--- src/rtl/rs_slot_tracker_pkg.sv ---
// Shared sizing and types for the reservation-station slot tracker.
package rs_slot_tracker_pkg;
    localparam int RS_SIZE = 32;
    localparam int IDX_W   = $clog2(RS_SIZE);
    localparam int CNT_W   = $clog2(RS_SIZE + 1);

    typedef logic [IDX_W-1:0]   rs_idx_t;
    typedef logic [RS_SIZE-1:0] rs_mask_t;
    typedef logic [CNT_W-1:0]   rs_cnt_t;
endpackage

--- src/rtl/rs_slot_tracker_binary_to_onehot.sv ---
// Combinational binary-index to one-hot slot decoder; exact inverse of onehot_to_binary_RS.
module binary_to_onehot_RS #(
    parameter int N = 32,
    localparam int IDX_W = $clog2(N)
) (
    input  logic [IDX_W-1:0] bin,
    output logic [N-1:0]     oh,
    output logic             in_range
);
    assign in_range = (32'(bin) < N);

    // An out-of-range index decodes to an all-zero mask.
    for (genvar gi = 0; gi < N; gi++) begin : g_dec
        assign oh[gi] = in_range && (32'(bin) == gi);
    end
endmodule

--- src/rtl/rs_slot_tracker.sv ---
// RS occupancy bitmap: decodes alloc/free indices, applies only legal ops, tracks count and a sticky error.
module rs_slot_tracker
    import rs_slot_tracker_pkg::*;
(
    input  logic               clock,
    input  logic               reset_n,
    input  logic               flush,
    input  logic               alloc_en,
    input  logic [IDX_W-1:0]   alloc_idx,
    input  logic               free_en,
    input  logic [IDX_W-1:0]   free_idx,
    output logic [RS_SIZE-1:0] busy,
    output logic [RS_SIZE-1:0] alloc_oh,
    output logic [RS_SIZE-1:0] free_oh,
    output logic [CNT_W-1:0]   count,
    output logic               full,
    output logic               empty,
    output logic               err
);
    rs_mask_t alloc_mask, free_mask;
    logic     alloc_in_range, free_in_range;
    logic     alloc_ok, free_ok, same_slot;

    rs_mask_t busy_reg, busy_next;
    rs_mask_t alloc_oh_reg, alloc_oh_next;
    rs_mask_t free_oh_reg, free_oh_next;
    rs_cnt_t  count_reg, count_next;
    logic     err_reg, err_next;

    binary_to_onehot_RS #(.N(RS_SIZE)) u_alloc_dec (
        .bin      (alloc_idx),
        .oh       (alloc_mask),
        .in_range (alloc_in_range)
    );

    binary_to_onehot_RS #(.N(RS_SIZE)) u_free_dec (
        .bin      (free_idx),
        .oh       (free_mask),
        .in_range (free_in_range)
    );

    // A slot freed this cycle may be re-allocated in the same cycle.
    assign free_ok   = free_en && free_in_range && (|(free_mask & busy_reg));
    assign same_slot = free_ok && (free_idx == alloc_idx);
    assign alloc_ok  = alloc_en && alloc_in_range && (!(|(alloc_mask & busy_reg)) || same_slot);

    always_comb begin
        busy_next     = busy_reg;
        alloc_oh_next = '0;
        free_oh_next  = '0;
        count_next    = count_reg;
        err_next      = err_reg;
        if (flush) begin
            busy_next  = '0;
            count_next = '0;
        end else begin
            alloc_oh_next = alloc_ok ? alloc_mask : '0;
            free_oh_next  = free_ok  ? free_mask  : '0;
            busy_next     = (busy_reg & ~free_oh_next) | alloc_oh_next;
            count_next    = count_reg + CNT_W'(alloc_ok) - CNT_W'(free_ok);
            err_next      = err_reg | (alloc_en && !alloc_ok) | (free_en && !free_ok);
        end
    end

    always_ff @(posedge clock or negedge reset_n) begin
        if (!reset_n) begin
            busy_reg     <= '0;
            alloc_oh_reg <= '0;
            free_oh_reg  <= '0;
            count_reg    <= '0;
            err_reg      <= 1'b0;
        end else begin
            busy_reg     <= busy_next;
            alloc_oh_reg <= alloc_oh_next;
            free_oh_reg  <= free_oh_next;
            count_reg    <= count_next;
            err_reg      <= err_next;
        end
    end

    assign busy     = busy_reg;
    assign alloc_oh = alloc_oh_reg;
    assign free_oh  = free_oh_reg;
    assign count    = count_reg;
    assign err      = err_reg;
    assign full     = (count_reg == CNT_W'(RS_SIZE));
    assign empty    = (count_reg == '0);

    a_count_matches: assert property (@(posedge clock) disable iff (!reset_n)
        count_reg == CNT_W'($countones(busy_reg)));
    a_alloc_onehot: assert property (@(posedge clock) disable iff (!reset_n) $onehot0(alloc_oh_reg));
    a_free_onehot:  assert property (@(posedge clock) disable iff (!reset_n) $onehot0(free_oh_reg));
endmodule

--- config.mk ---
export PLATFORM = sky130hd
export DESIGN_NAME = rs_slot_tracker
export DESIGN_NICKNAME = d
export VERILOG_FILES = /design/src/rtl/rs_slot_tracker_pkg.sv /design/src/rtl/rs_slot_tracker_binary_to_onehot.sv /design/src/rtl/rs_slot_tracker.sv
export SDC_FILE = /design/constraint.sdc
export NUM_CORES = 1
export LEC_CHECK = 0
export ABC_AREA = 1
export CAP_MARGIN = 20
export CORE_MARGIN = 4
export CORE_UTILIZATION = 40
export DETAILED_ROUTE_END_ITERATION = 7
export PLACE_DENSITY = 0.66
export SYNTH_ARGS = -nofsm -noshare
export SYNTH_HDL_FRONTEND = slang
export SYNTH_SLANG_ARGS = --single-unit
--- constraint.sdc ---
create_clock -name clock -period 4.1 [get_ports clock]
set_clock_uncertainty 0.15 [all_clocks]
set_input_delay 0.82 -clock clock [delete_from_list [all_inputs] [get_ports clock]]
set_output_delay 0.82 -clock clock [all_outputs]
set_load 0.02 [all_outputs]
==> results by stage <==
Outcome:
- The flow ran to the end, and the final reports show no timing, DRC or antenna violations.

Yosys:
- Counting distinct cell types in the post-synthesis netlist gives 33.
- Summing every instance area after synthesis gives 0.00512 mm2.
- The mean instance size in the synthesized netlist is 7.96 um2.
- By area the synthesized netlist is led by sky130_fd_sc_hd__dfrtp_1 50%, sky130_fd_sc_hd__nand2_1 12%, sky130_fd_sc_hd__nor2_1 10%, sky130_fd_sc_hd__nand3_1 6.0%, sky130_fd_sc_hd__nand4_1 3.8%.
- The cell count after synthesis came out at 643.
- Among all flip-flop cells after synthesis, the most frequent one is sky130_fd_sc_hd__dfrtp_1.
- The share of synthesized area in the top cell type comes to 0.503.
- Of all cell types, the one taking the most synthesized area is sky130_fd_sc_hd__dfrtp_1.
- The async set-or-reset flop fraction in the synthesized netlist is 1.00.
- The number of warnings printed during yosys synthesis is 0.
- The share of the Yosys chip area taken by registers is 0.503.
- The synthesized design contains 103 register bits.
- The post-synth net total is 668.
- The number of flops mapped to enable cells by yosys is 0.

STA:
- Setup repair after global routing could not meet its margin everywhere.
- The transition time at the pin with the least slew margin is 760 ps.
- The final critical-path setup slack is 188 ps.
- Of the available clock period, the critical path in the final layout requires 0.954.
- The count of endpoints failing hold in the final timing report is 0.
- The highest attainable clock frequency is 256 MHz.
- The max-slew violation count is 0.
- After routing, the total negative slack on setup checks comes to 0 ps.
- Subtracting the final worst setup slack from the clock period gives 3910 ps.
- Headroom to the max-slew limit came out at 0.493.
- The tightest hold path in the finished design has a slack of 281 ps.
- Setup violations remaining at the end of the flow were counted as 0.

Worst setup path:
- The dominant delay contributor by cell family on the critical path is simple AND/OR/NAND/NOR gates.
- The logic depth of the worst setup path including buffers is 24.
- The worst setup path is captured at a flop.
- The data required time at the worst endpoint is 4200 ps.
- The worst path buffer plus inverter count is 5.
- The path depth of the worst reg2reg path is 18.
- Along the worst path, the maximum fanout reaches 5.
- The worst setup path is of the in -> reg kind.
- On the critical path, the stage with the largest delay is an instance of sky130_fd_sc_hd__clkdlybuf4s50_1.
- The capture point of the critical path is count[4].
- The worst reg2reg path endpoint is count[4].
- On the worst path, the slowest cell contributes a delay of 550 ps.
- The critical path starts at alloc_idx[1].
- STA classifies the critical path startpoint as an input port.
- The worst reg2reg path startpoint is busy[27].
- For flop-to-flop paths, the worst setup slack is 1080 ps.
- Walking the worst path, the cells encountered are clkdlybuf4s50_1 -> nor2_1 -> buf_4 -> buf_4 -> nand2_1 -> nor2_1 -> nand2_1 -> nand2_1 -> nor2_1 -> nand2_1 -> nor2_1 -> nand2_1 -> nand2_1 -> nand2_2 -> ha_1 -> inv_1 -> ha_1 -> fa_1 -> nand2_1 -> inv_1 -> nor2_1 -> o21bai_1 -> o21ai_0 -> a21oi_1.
- STA puts the critical path data arrival time at 4010 ps.
- The most numerous cell type found on the critical path is sky130_fd_sc_hd__nand2_1.

GRT:
- The via count of the first global-routing pass is 5,090.
- The first global-routing pass estimated 29,300 um of wire.
- Across every metal layer, demand over resource in global routing totals 0.266.
- The global route total overflow is 0.
- The maximum number of pins on one net before global-route repair is 90.
- The number of antenna violations at the first check in global routing is 0.

Detailed routing:
- The total routed wirelength is 18,800 um.
- The routed wire length per instance is 19.0 um.
- Using the TritonRoute via totals, the vias-per-cell ratio works out to 5.16.
- The count of antenna-violating nets left after detailed routing is 0.
- For this run, design rule violations remaining after detail routing come to 0.
- For this run, the detailed router's first-pass iteration total came to 5.
- The count of vias placed by the detailed router is 5,117.
- The number of DRC markers after the initial detailed-route iteration is 519.

Clock tree:
- The clock tree buffer depth is 2.
- The later pin in the worst-skew pair is clocked with a latency of 360 ps.
- Clock tree synthesis selected as its root buffer the cell sky130_fd_sc_hd__clkbuf_16.
- The CTS buffer count is 9.
- The hold-fix buffer count after cts is 0.
- The CTS tree is built.
- Clock-pin slew was measured on the worst setup and hold paths at 70 ps.
- In this run the number of H-tree levels came out at 3.
- CTS saw 103 sinks.

Worst hold path:
- The path type of the worst min-delay path is in -> async.

Placed design:
- Prior to clock tree synthesis, the placed netlist has a worst setup slack of -368 ps.
- The wire-length estimate of the detail-placed layout is 14,600 um.
- The count of buffers added on input and output ports is 119.
- Routability-driven placement finished with a final weighted congestion of 0.959.

Pwr:
- The clock share of power is 0.415.
- The static leakage is 3.62 nW.
- The internal cell power is 1.85 mW.
- In this run the power spent charging and discharging nets is 0.660 mW.
- Of the total power, the share spent switching nets is 0.262.
- For this design the ratio of total power to cell area is 344 mW/mm2.
- The worst supply voltage drop on vdd is 197 uV.
- The share of total power dissipated in combinational logic is 0.164.
- Of the total power, registers draw 0.421.

Layout:
- In the final design database the tool counted 840 nets.
- The library cell used most frequently in the layout, excluding fill and tap cells, is sky130_fd_sc_hd__nand2_1.
- In the final layout, the share of cells above drive strength 1 is 0.156.
- In the layout the commonest cells are 158 x sky130_fd_sc_hd__nand2_1, 132 x sky130_fd_sc_hd__nor2_1, 114 x sky130_fd_sc_hd__clkdlybuf4s50_1.
- 0 antenna diodes ended up in the layout.
- The area growth from synthesis to layout is 42.9%.

Die:
- The floorplan row count is 41.
- The initial utilization of the core area, before any placement, comes to 0.407.
- The die outline height is 121 um.
- The core outline area is 0.0126 mm2.
- The die area is 0.0147 mm2.
- From left edge to right edge, the die measures 121 um.
- The I/O pin total is 120.

Job:
- Max-cap violations in this run came to 0.
how the worst min path moves through the flow:
stage / slack [ps] / cells past startpoint / start / end
after global routing: 310 / 1 / reset_n / free_oh[8]
after CTS: 320 / 2 / err / err
after floorplan: 370 / 0 / reset_n / alloc_oh[0]
final: 280 / 1 / reset_n / free_oh[8]
after global placement: 300 / 2 / err / err
after detailed placement: 310 / 2 / err / err
layout make-up:
type / instances / area, um2
fill: 1169 / 5250
sequential: 103 / 2580
multi-input combinational: 459 / 2190
timing repair buffer: 194 / 1790
clock buffer: 9 / 225
tap: 172 / 215
inverter: 48 / 180
clock inverter: 6 / 134
power groups by stage:
stage | Combinational, mW | Clock [mW] | Sequential [mW]
floorplan | 0.199 | 0 | 1.10
global placement | 0.397 | 0 | 1.08
detailed placement | 0.408 | 0 | 1.08
CTS | 0.410 | 1.05 | 1.06
global route | 0.455 | 1.10 | 1.06
finish | 0.413 | 1.04 | 1.06
worst register-to-register path, cell delays in order (launching register included):
cell and delay [ps]:
sky130_fd_sc_hd__dfrtp_1 510, sky130_fd_sc_hd__nand2_1 160, sky130_fd_sc_hd__nand2_1 60, sky130_fd_sc_hd__nor2_1 120, sky130_fd_sc_hd__nand2_1 90, sky130_fd_sc_hd__nor2_1 120
sky130_fd_sc_hd__nand2_1 120, sky130_fd_sc_hd__nand2_1 110, sky130_fd_sc_hd__nand2_2 60, sky130_fd_sc_hd__ha_1 270, sky130_fd_sc_hd__inv_1 40, sky130_fd_sc_hd__ha_1 200
sky130_fd_sc_hd__fa_1 420, sky130_fd_sc_hd__nand2_1 70, sky130_fd_sc_hd__inv_1 50, sky130_fd_sc_hd__nor2_1 80, sky130_fd_sc_hd__o21bai_1 80, sky130_fd_sc_hd__o21ai_0 150
sky130_fd_sc_hd__a21oi_1 50
metal layers:
metal  vias to the layer above  share of wire  GRT usage
met5                         -              0          0
met3                        21          0.069     0.0499
met2                       200           0.47      0.420
met1                      2477           0.45      0.380
met4                         0          0.013     0.0651
li1                       2419              -          -
what timing repair did:
action / in CTS / in global routing
buffers inserted: 0 / 0
gates resized for setup: 0 / 11
setup endpoints to repair: 0 / 3
kinds of logic after synthesis:
kind of cell,share of synthesized area
AND/OR/NAND/NOR,0.331
flip-flops,0.503
buffers and inverters,0.0733
AO/OA/AOI/OAI,0.0665
adder cells (fa/ha/maj),0.0259
metrics by stage:
step                       util  instance area [um2]  power, mW  instances
after floorplan               -                 5120       1.30        643
after global placement    0.549                 6900       1.47        975
after detailed placement  0.549                 6900       1.49        975
after CTS                 0.578                 7260       2.52        990
after global routing      0.582                 7320       2.62        991
final                     0.582                 7320       2.51        991
cell usage after synthesis, types with 2 or more instances:
library cell,count
sky130_fd_sc_hd__a21oi_1,5
sky130_fd_sc_hd__buf_2,9
sky130_fd_sc_hd__buf_4,2
sky130_fd_sc_hd__buf_6,4
sky130_fd_sc_hd__buf_8,2
sky130_fd_sc_hd__clkbuf_1,15
sky130_fd_sc_hd__dfrtp_1,103
sky130_fd_sc_hd__ha_1,9
sky130_fd_sc_hd__inv_1,44
sky130_fd_sc_hd__inv_2,3
sky130_fd_sc_hd__nand2_1,159
sky130_fd_sc_hd__nand3_1,61
sky130_fd_sc_hd__nand4_1,31
sky130_fd_sc_hd__nor2_1,138
sky130_fd_sc_hd__nor2_4,2
sky130_fd_sc_hd__nor3_1,5
sky130_fd_sc_hd__o21ai_0,14
sky130_fd_sc_hd__o21ai_1,3
sky130_fd_sc_hd__o21ai_2,20
No activity file was read; power rests on OpenSTA's default activity.
